[config.mk]
export PLATFORM = sky130hd
export DESIGN_NAME = hazard_interlock
export DESIGN_NICKNAME = d
export VERILOG_FILES = /design/src/rtl/hazard_interlock.sv
export SDC_FILE = /design/constraint.sdc
export NUM_CORES = 1
export LEC_CHECK = 0
export ABC_CLOCK_PERIOD_IN_PS = 3600
export CAP_MARGIN = 20
export CORE_MARGIN = 1.5
export CORE_UTILIZATION = 32
export DETAILED_ROUTE_END_ITERATION = 12
export PLACE_DENSITY = 0.6
export SLEW_MARGIN = 20
export SYNTH_ARGS = -nofsm -noshare
export SYNTH_HDL_FRONTEND = slang
export SYNTH_SLANG_ARGS = --single-unit
[constraint.sdc]
create_clock -name CLK -period 3.6 [get_ports CLK]
set_input_delay 0.9 -clock CLK [delete_from_list [all_inputs] [get_ports CLK]]
set_output_delay 0.9 -clock CLK [all_outputs]
set_load 0.005 [all_outputs]
[src/rtl/hazard_interlock.sv]
// Stall/flush interlock for the 5-stage pipeline: detects hazards the
// forwarding network cannot cover (load-use, load or ALU result feeding an
// ID-stage branch compare, mult/div occupancy), freezes PC/IF_ID, injects an
// ID_EX bubble, counts stall cycles and flags a stuck pipeline.
module hazard_interlock #(
    parameter int MD_LATENCY = 4,
    parameter int CNT_W      = 32,
    parameter int MAX_STALL  = 16
) (
    input  logic             CLK,
    input  logic             RESET_N,
    input  logic [4:0]       ID_RS,
    input  logic [4:0]       ID_RT,
    input  logic             ID_UsesRS,
    input  logic             ID_UsesRT,
    input  logic             ID_Branch,
    input  logic             ID_BranchTaken,
    input  logic             ID_UsesHILO,
    input  logic             ID_MDStart,
    input  logic             ID_EX_RegWrite,
    input  logic             ID_EX_MemtoReg,
    input  logic [4:0]       ID_EX_WriteReg,
    input  logic             EX_MDStart,
    input  logic             EX_MEM_RegWrite,
    input  logic             EX_MEM_MemtoReg,
    input  logic [4:0]       EX_MEM_WriteReg,
    output logic             PC_Write,
    output logic             IF_ID_Write,
    output logic             IF_ID_Flush,
    output logic             ID_EX_Bubble,
    output logic             MD_Busy,
    output logic [CNT_W-1:0] STALL_COUNT,
    output logic             WDOG_TRIP
);

    localparam logic [3:0] MdLoad    = 4'(MD_LATENCY);
    localparam logic [7:0] WdogLimit = 8'(MAX_STALL);

    logic [3:0] mdCount;
    logic [7:0] wdogCount;
    logic [7:0] wdogNext;
    logic       exMatch;
    logic       memMatch;
    logic       luHazard;
    logic       blHazard;
    logic       baHazard;
    logic       mdHazard;
    logic       stall;

    // A producer matches when it writes a real register that ID actually reads
    function automatic logic regMatch(
        input logic [4:0] writeReg,
        input logic [4:0] rs,
        input logic [4:0] rt,
        input logic       usesRs,
        input logic       usesRt
    );
        return (writeReg != 5'd0) &&
               ((usesRs && (rs == writeReg)) || (usesRt && (rt == writeReg)));
    endfunction

    // Hazard detection and the combined stall decision
    always_comb begin
        exMatch  = regMatch(ID_EX_WriteReg, ID_RS, ID_RT, ID_UsesRS, ID_UsesRT);
        memMatch = regMatch(EX_MEM_WriteReg, ID_RS, ID_RT, ID_UsesRS, ID_UsesRT);
        luHazard = ID_EX_RegWrite && ID_EX_MemtoReg && exMatch;
        blHazard = ID_Branch && EX_MEM_RegWrite && EX_MEM_MemtoReg && memMatch;
        baHazard = ID_Branch && ID_EX_RegWrite && !ID_EX_MemtoReg && exMatch;
        mdHazard = MD_Busy && (ID_UsesHILO || ID_MDStart);
        stall    = luHazard || blHazard || baHazard || mdHazard;
    end

    // Pipeline control outputs; a stalled branch is not resolved so it never flushes
    always_comb begin
        PC_Write     = !stall;
        IF_ID_Write  = !stall;
        ID_EX_Bubble = stall;
        IF_ID_Flush  = ID_BranchTaken && !stall;
        MD_Busy      = (mdCount != 4'd0);
    end

    // Next consecutive-stall count, saturating so a long stall never wraps
    always_comb begin
        wdogNext = 8'd0;
        if (stall) begin
            wdogNext = (wdogCount == 8'hFF) ? 8'hFF : wdogCount + 8'd1;
        end
    end

    // Mult/div occupancy timer; a new issue reloads even if the unit is busy
    always_ff @(posedge CLK) begin
        if (!RESET_N) begin
            mdCount <= 4'd0;
        end else if (EX_MDStart) begin
            mdCount <= MdLoad;
        end else if (mdCount != 4'd0) begin
            mdCount <= mdCount - 4'd1;
        end
    end

    // Free-running stall-cycle performance counter
    always_ff @(posedge CLK) begin
        if (!RESET_N) begin
            STALL_COUNT <= '0;
        end else if (stall) begin
            STALL_COUNT <= STALL_COUNT + 1'b1;
        end
    end

    // Stuck-pipeline watchdog with a sticky trip flag
    always_ff @(posedge CLK) begin
        if (!RESET_N) begin
            wdogCount <= 8'd0;
            WDOG_TRIP <= 1'b0;
        end else begin
            wdogCount <= wdogNext;
            if (wdogNext == WdogLimit) begin
                WDOG_TRIP <= 1'b1;
            end
        end
    end

endmodule
==> results of run 1 <==
-- metal layers --
metal,routed length [um],global-route usage (%)
met5,0,0
met4,101,5.73
met3,448,4.48
met2,3070,25.2
met1,3080,20.2
-- synthesized netlist by cell type (6+ instances only) --
library cell               number
sky130_fd_sc_hd__a21oi_1       33
sky130_fd_sc_hd__nand3_1       14
sky130_fd_sc_hd__nor2_1         9
sky130_fd_sc_hd__xnor2_1        7
sky130_fd_sc_hd__or4_1         15
sky130_fd_sc_hd__o31ai_1       11
sky130_fd_sc_hd__xor2_1        18
sky130_fd_sc_hd__or3_1         14
sky130_fd_sc_hd__inv_1          8
sky130_fd_sc_hd__dfxtp_1       45
sky130_fd_sc_hd__nand2b_1       8
sky130_fd_sc_hd__and2_1         6
sky130_fd_sc_hd__nor4_1         8
sky130_fd_sc_hd__and3_1         7
sky130_fd_sc_hd__nand4_1        7
sky130_fd_sc_hd__o21ai_0       13
sky130_fd_sc_hd__clkbuf_1      10
sky130_fd_sc_hd__nand2_1       21
-- worst min-delay path by stage --
stage / start / to / slack, ns / cells after the start
CTS: WDOG_TRIP$_SDFFE_PN0N_ / WDOG_TRIP$_SDFFE_PN0N_ / 0.48 / 1
detailed placement: WDOG_TRIP$_SDFFE_PN0N_ / WDOG_TRIP$_SDFFE_PN0N_ / 0.46 / 1
finish: WDOG_TRIP$_SDFFE_PN0N_ / WDOG_TRIP$_SDFFE_PN0N_ / 0.47 / 1
floorplan: wdogCount[0]$_SDFF_PN0_ / wdogCount[0]$_SDFF_PN0_ / 0.45 / 1
global route: WDOG_TRIP$_SDFFE_PN0N_ / WDOG_TRIP$_SDFFE_PN0N_ / 0.50 / 1
global placement: WDOG_TRIP$_SDFFE_PN0N_ / WDOG_TRIP$_SDFFE_PN0N_ / 0.45 / 1
-- flip-flops by register name, indices dropped and copies added, names as in the netlist --
register and cells:
STALL_COUNT 32, mdCount 4, wdogCount 8, WDOG_TRIP 1
-- per-stage QoR --
stage	cell area, sq um	power, mW
2_1_floorplan	2510	0.633
3_3_place_gp	3330	0.724
3_5_place_dp	3330	0.726
4_1_cts	3510	1.19
5_1_grt	3570	1.24
6_report	3570	1.18
-- timing repair --
item / in CTS / in global routing
setup endpoints to repair: 4 / 3
gates resized for setup: 18 / 15
buffers inserted: 3 / 0
pin swaps: 5 / 10
-- logic make-up (layout without fill, tap and decap cells) --
family / count (synthesis) / count (layout) / share of synthesized area [%]
AOI/OAI and AO/OA: 78 / 78 / 19.5
xor gates and xnor gates: 25 / 25 / 8.71
adders and majority gates: 3 / 3 / 1.49
buffers and inverters: 27 / 101 / 4.98
DFF: 45 / 45 / 35.8
muxes: 4 / 4 / 1.59
and+or+nand+nor: 121 / 121 / 27.9
-- worst reg2reg max path, cell delays in order (launching register included) --
cell and delay (ns):
sky130_fd_sc_hd__dfxtp_1 0.44, sky130_fd_sc_hd__and4_1 0.29, sky130_fd_sc_hd__nand4_1 0.44, sky130_fd_sc_hd__nor3_1 0.59, sky130_fd_sc_hd__nand3_1 0.17, sky130_fd_sc_hd__or4_1 0.42, sky130_fd_sc_hd__a21oi_1 0.15
-- power by group --
group	switching (mW)	internal [mW]	total (mW)
Clock	0.179	0.276	0.455
Combinational	0.105	0.103	0.208
Sequential	0.0101	0.507	0.517
-- cell type report --
| type | count | area, sq um |
|---|---|---|
| clock buffers | 5 | 68.8 |
| clock inverters | 3 | 65.1 |
| inverters | 9 | 33.8 |
| repair buffers | 84 | 818 |
| flip-flops and latches | 45 | 901 |
| fillers | 752 | 4080 |
| multi-input cells | 231 | 1550 |
| well taps | 102 | 128 |
==> reports/summary.txt, run 1 <==
Async set-reset flop share out of synthesis -> 0%
Highest-count cells in the layout ignoring fill and taps -> sky130_fd_sc_hd__clkdlybuf4s50_1 (50), sky130_fd_sc_hd__dfxtp_1 (45), sky130_fd_sc_hd__a21oi_1 (33)
Die Footprint -> 8400 sq um
Via-per-instance ratio -> 5.35
Antenna diode count -> 0
Fin nets -> 412
Critical Path Source Type -> input port
Max Clock Skew -> 0.00636 ns
Slew HR -> 49.3%
Height of the chip -> 91.6 um
Place WS -> -0.377 ns
Worst ir drop on vdd -> 0.000145 V
Post-route antenna net violation count -> 0
Gp weighted congestion -> 0.862
Total count of hold-check failures in the final report -> 0
Measured slew at the worst slew-check pin -> 0.756 ns
Area of the placeable core -> 7650 sq um
Wire length of the first global-routing pass -> 10800 um
Cell Rows -> 32
Destination of the critical timing path -> IF_ID_Flush
Final number of max-transition violations -> 0
Worst Reg-to-Reg Cells -> 6
Ratio of total power to cell area -> 331 nW/um^2
Overflow after GRT -> 0
Leading register cell type out of synthesis -> sky130_fd_sc_hd__dfxtp_1
Post-Syn Area -> 2510 sq um
Worst path required time -> 2.70 ns
Clock root buffer -> sky130_fd_sc_hd__clkbuf_8
Max capacitance violation total -> 0
Number of input and output port buffers inserted -> 70
Shortest clock period the worst path allows after layout -> 3.58 ns
Portion of the post-synthesis area used by sequential elements -> 35.8%
Worst skew pair latency -> 0.30 ns
Vias in the first global route -> 2308
Launch point of the critical path -> ID_RT[4]
Number of cells in the design after placement -> 468
Final period utilization -> 99.5%
Area share of the largest cell type after synthesis -> 35.8%
Post-Synthesis Cells -> 303
Area delta synth->final -> 41.9%
Worst Path Max Fanout -> 5
Number of top-level design ports -> 71
Tightest Hold Check Type -> reg -> reg
Vias -> 2565
Critical path buffers and inverters -> 2
Library cell occupying the most area in the post-synthesis netlist -> sky130_fd_sc_hd__dfxtp_1
Number of setup violations in the final report -> 0
Number of detailed-routing iterations run before antenna repair -> 4
Arrival time worst endpoint -> 2.68 ns
End of the worst register-to-register path -> STALL_COUNT[29]$_SDFFE_PN0P_
Worst-case setup margin in the final layout -> 0.0171 ns
Die outline width -> 91.6 um
Number of library cell types mapped by synthesis -> 43
Register-to-register path setup slack -> 1.01 ns
WL per Instance -> 14.0 um
TritonCTS sink count -> 45
Number of enable-type register cells in the synthesized netlist -> 0
Clk slew on worst S/H paths -> 0.08 ns
Run status -> finished clean
Htree depth -> 2
Cts hold-fix bufs -> 0
DR DRC count -> 0
Capturing element type of the critical path -> output pin
Crit Path Category -> in -> out
Cells taking the most area after synthesis -> sky130_fd_sc_hd__dfxtp_1 (36%), sky130_fd_sc_hd__a21oi_1 (6.6%), sky130_fd_sc_hd__xor2_1 (6.3%)
Clock tree from TritonCTS -> built
GRT Resource Usage Total -> 15.8%
Num CTS Buffers -> 5
Slowest cell delay on critical path -> 0.47 ns
Count of placed standard cells in the final layout, fillers left out -> 479
Largest net degree at the start of global routing -> 30
Sum Neg Setup Slack -> 0 ns
Worst hold slack -> 0.474 ns
Worst reg2reg path startpoint -> STALL_COUNT[4]$_SDFFE_PN0P_
Leak Pwr -> 1.24 nW
Final standard cell utilization of the core -> 46.6%
Cell depth of the worst setup path -> 7
Synthesized net count -> 339
Commonest non-fill, non-tap cell in the layout -> sky130_fd_sc_hd__clkdlybuf4s50_1
Syn. warnings -> 0
Initial DRC Count -> 148
Total routed wirelength -> 6700 um
Critical path, cell by cell -> clkdlybuf4s50_1, xor2_1, nor4_1, a32oi_1, o221a_4, and2_1, dlygate4sd2_1
Synth Register Bits -> 45
Starting density of the core -> 32.9%
Half-perimeter wire length after detailed placement -> 4730 um
Proportion of layout cells with a drive suffix above 1 -> 8.75%
Clock Path Buffers -> 2
Fmax -> 0.279 GHz
Cell with the biggest individual delay on the critical path -> sky130_fd_sc_hd__clkdlybuf4s50_1
Family with the most delay on the worst path -> buffers and inverters
Number of antenna violations at the first check in global routing -> 0
Avg Cell Area, Syn -> 8.30 sq um
No activity file was read; power rests on OpenSTA's default activity.
==> run 2: changes to the inputs <==
Settings changed: ABC_CLOCK_PERIOD_IN_PS 3600 to not set, CELL_PAD_IN_SITES_DETAIL_PLACEMENT set to 0, CELL_PAD_IN_SITES_GLOBAL_PLACEMENT set to 1, PLACE_DENSITY 0.6 to 0.77.
==> run 2 against run 1 <==
Sequential share of layout area increased by 0.32 points. Sequential power about the same. Flip-flop and latch count is the same. Cell count decreased by 0.21%. Global-route usage grew 0.65 points. First-iteration DRC count down 54%. Register-to-register slack improved by 0.11 ns. Critical path type unchanged. Highest routed layer unchanged.
==> reports/summary.txt, run 2 (synthesized netlist as in run 1, its figures left out) <==
Unrepaired setup endpoints after global routing -> false
Max capacitance violation total -> 0
Clock Path Buffers -> 2
Antenna diode count -> 0
Part of the total power dissipated in the clock network -> 35.7%
Ratio of total power to cell area -> 315 nW/um^2
Area of the placeable core -> 7650 sq um
Worst ir drop on vdd -> 0.000143 V
Final Power -> 1.11 mW
DR DRC count -> 0
Die outline width -> 91.6 um
Starting density of the core -> 32.9%
Number of filler cells placed in the layout -> 749
Gp weighted congestion -> 0.808
Area delta synth->final -> 40.1%
Leak Pwr -> 1.20 nW
Clock root buffer -> sky130_fd_sc_hd__clkbuf_8
Register containing the most flip-flops in the final layout -> STALL_COUNT
Total count of hold-check failures in the final report -> 0
Fin nets -> 411
Tightest Hold Check Type -> reg -> reg
Number of input and output port buffers inserted -> 70
Post-CTS Setup Bufs -> 0
Fmax -> 0.284 GHz
Multi-input gate area in the final layout -> 1550 sq um
Number of detailed-routing iterations run before antenna repair -> 5
Worst hold slack -> 0.472 ns
Shortest clock period the worst path allows after layout -> 3.52 ns
WL per Instance -> 14.1 um
Max FFs per register -> 32
Number of setup violations in the final report -> 0
Sw Ratio -> 25.4%
Total routed wirelength -> 6720 um
Final standard cell utilization of the core -> 46.1%
Switching Power -> 0.282 mW
Commonest non-fill, non-tap cell in the layout -> sky130_fd_sc_hd__clkdlybuf4s50_1
TritonCTS sink count -> 45
GRT Resource Usage Total -> 16.4%
Overflow after GRT -> 0
Num CTS Buffers -> 5
Initial DRC Count -> 68
Regs by FF count -> STALL_COUNT (32), wdogCount (8), mdCount (4)
Measured slew at the worst slew-check pin -> 0.524 ns
Gate power share -> 17.7%
Vias -> 2552
Post-route antenna net violation count -> 0
Highest-count cells in the layout ignoring fill and taps -> sky130_fd_sc_hd__clkdlybuf4s50_1 (51), sky130_fd_sc_hd__dfxtp_1 (45), sky130_fd_sc_hd__a21oi_1 (33)
Cell-internal power -> 0.827 mW
Die Footprint -> 8400 sq um
Crit Path Category -> in -> out
Slew HR -> 64.8%
Height of the chip -> 91.6 um
Largest net degree at the start of global routing -> 62
Proportion of layout cells with a drive suffix above 1 -> 7.98%
Sequential fraction of design power -> 46.6%
Half-perimeter wire length after detailed placement -> 4780 um
Vias in the first global route -> 2345
Clk slew on worst S/H paths -> 0.08 ns
Critical Path Source Type -> input port
Worst path required time -> 2.70 ns
Final period utilization -> 97.8%
Sum Neg Setup Slack -> 0 ns
Number of antenna violations at the first check in global routing -> 0
Register area -> 901 sq um
Arrival time worst endpoint -> 2.62 ns
Worst skew pair latency -> 0.30 ns
Capturing element type of the critical path -> output pin
Cell Rows -> 32
Final number of max-transition violations -> 0
Htree depth -> 2
Max Clock Skew -> 0.00546 ns
Via-per-instance ratio -> 5.34
Wire length of the first global-routing pass -> 11200 um
Number of top-level design ports -> 71
Worst Path Max Fanout -> 5
Run status -> finished clean
Clock tree from TritonCTS -> built
## run 2: changes by cell type in the layout (fill, tap and decap cells not counted), sizes merged
cell,previous run,this run
dlygate4sd2,9,12
dlymetal6s2s,9,6
clkbuf,5,7
buf,14,13
bufinv,2,1
clkdlybuf4s15,2,1
clkdlybuf4s50,50,51
clkinv,2,1
## run 2: path summary, 6_finish.rpt
path                      startpoint                       to  slack, ns  cells past startpoint
min reg2reg   WDOG_TRIP$_SDFFE_PN0N_   WDOG_TRIP$_SDFFE_PN0N_       0.47                      1
min           WDOG_TRIP$_SDFFE_PN0N_   WDOG_TRIP$_SDFFE_PN0N_       0.47                      1
max reg2reg  mdCount[0]$_SDFFE_PP0P_  wdogCount[2]$_SDFF_PN0_       1.12                      9
max                         ID_RS[3]              IF_ID_Flush       0.08                      7
## run 2: cell type report
type	instances	area share (%)
Multi-Input combinational cell	231	43.9
Sequential cell	45	25.6
Timing Repair Buffer	83	22.7
Tap cell	102	3.62
Clock buffer	7	2.45
Inverter	9	0.959
Clock inverter	1	0.853
## run 2: routing by layer
| metal | vias to the layer above | GRT usage (%) | part of all wire [%] |
|---|---|---|---|
| met5 | - | 0 | 0 |
| met4 | 0 | 4.69 | 1.1 |
| met3 | 6 | 3.65 | 5.8 |
| met2 | 77 | 27.8 | 47 |
| met1 | 1185 | 20.9 | 46 |
| li1 | 1284 | - | - |
## run 2: power groups by stage
stage	clock network [mW]	logic (mW)	registers, mW
5_1_grt	0.435	0.216	0.519
3_5_place_dp	0	0.196	0.529
4_1_cts	0.411	0.194	0.517
3_3_place_gp	0	0.194	0.528
2_1_floorplan	0	0.107	0.527
6_report	0.396	0.196	0.517
## run 2: critical path, stage by stage
cell                              delay [ns]
sky130_fd_sc_hd__clkdlybuf4s50_1        0.44
sky130_fd_sc_hd__xor2_1                 0.17
sky130_fd_sc_hd__nor4_2                 0.24
sky130_fd_sc_hd__a32oi_1                0.15
sky130_fd_sc_hd__o221a_4                0.31
sky130_fd_sc_hd__and2_4                 0.16
sky130_fd_sc_hd__dlygate4sd2_1          0.25
## run 2: metrics by stage
step                      instance area (sq um)  worst slack (ns)  std cells
after detailed placement                   3350            -0.356        470
after floorplan                            2510             0.292        303
final                                      3520            0.0779        478
after global routing                       3520           0.00435        478
after global placement                     3350            -0.315        470
after CTS                                  3480            0.0136        478
## run 2: repair_timing
item	in CTS	in global routing
setup endpoints to repair	4	2
pin swaps	7	7
gates resized for setup	18	11
hold buffers	0	0
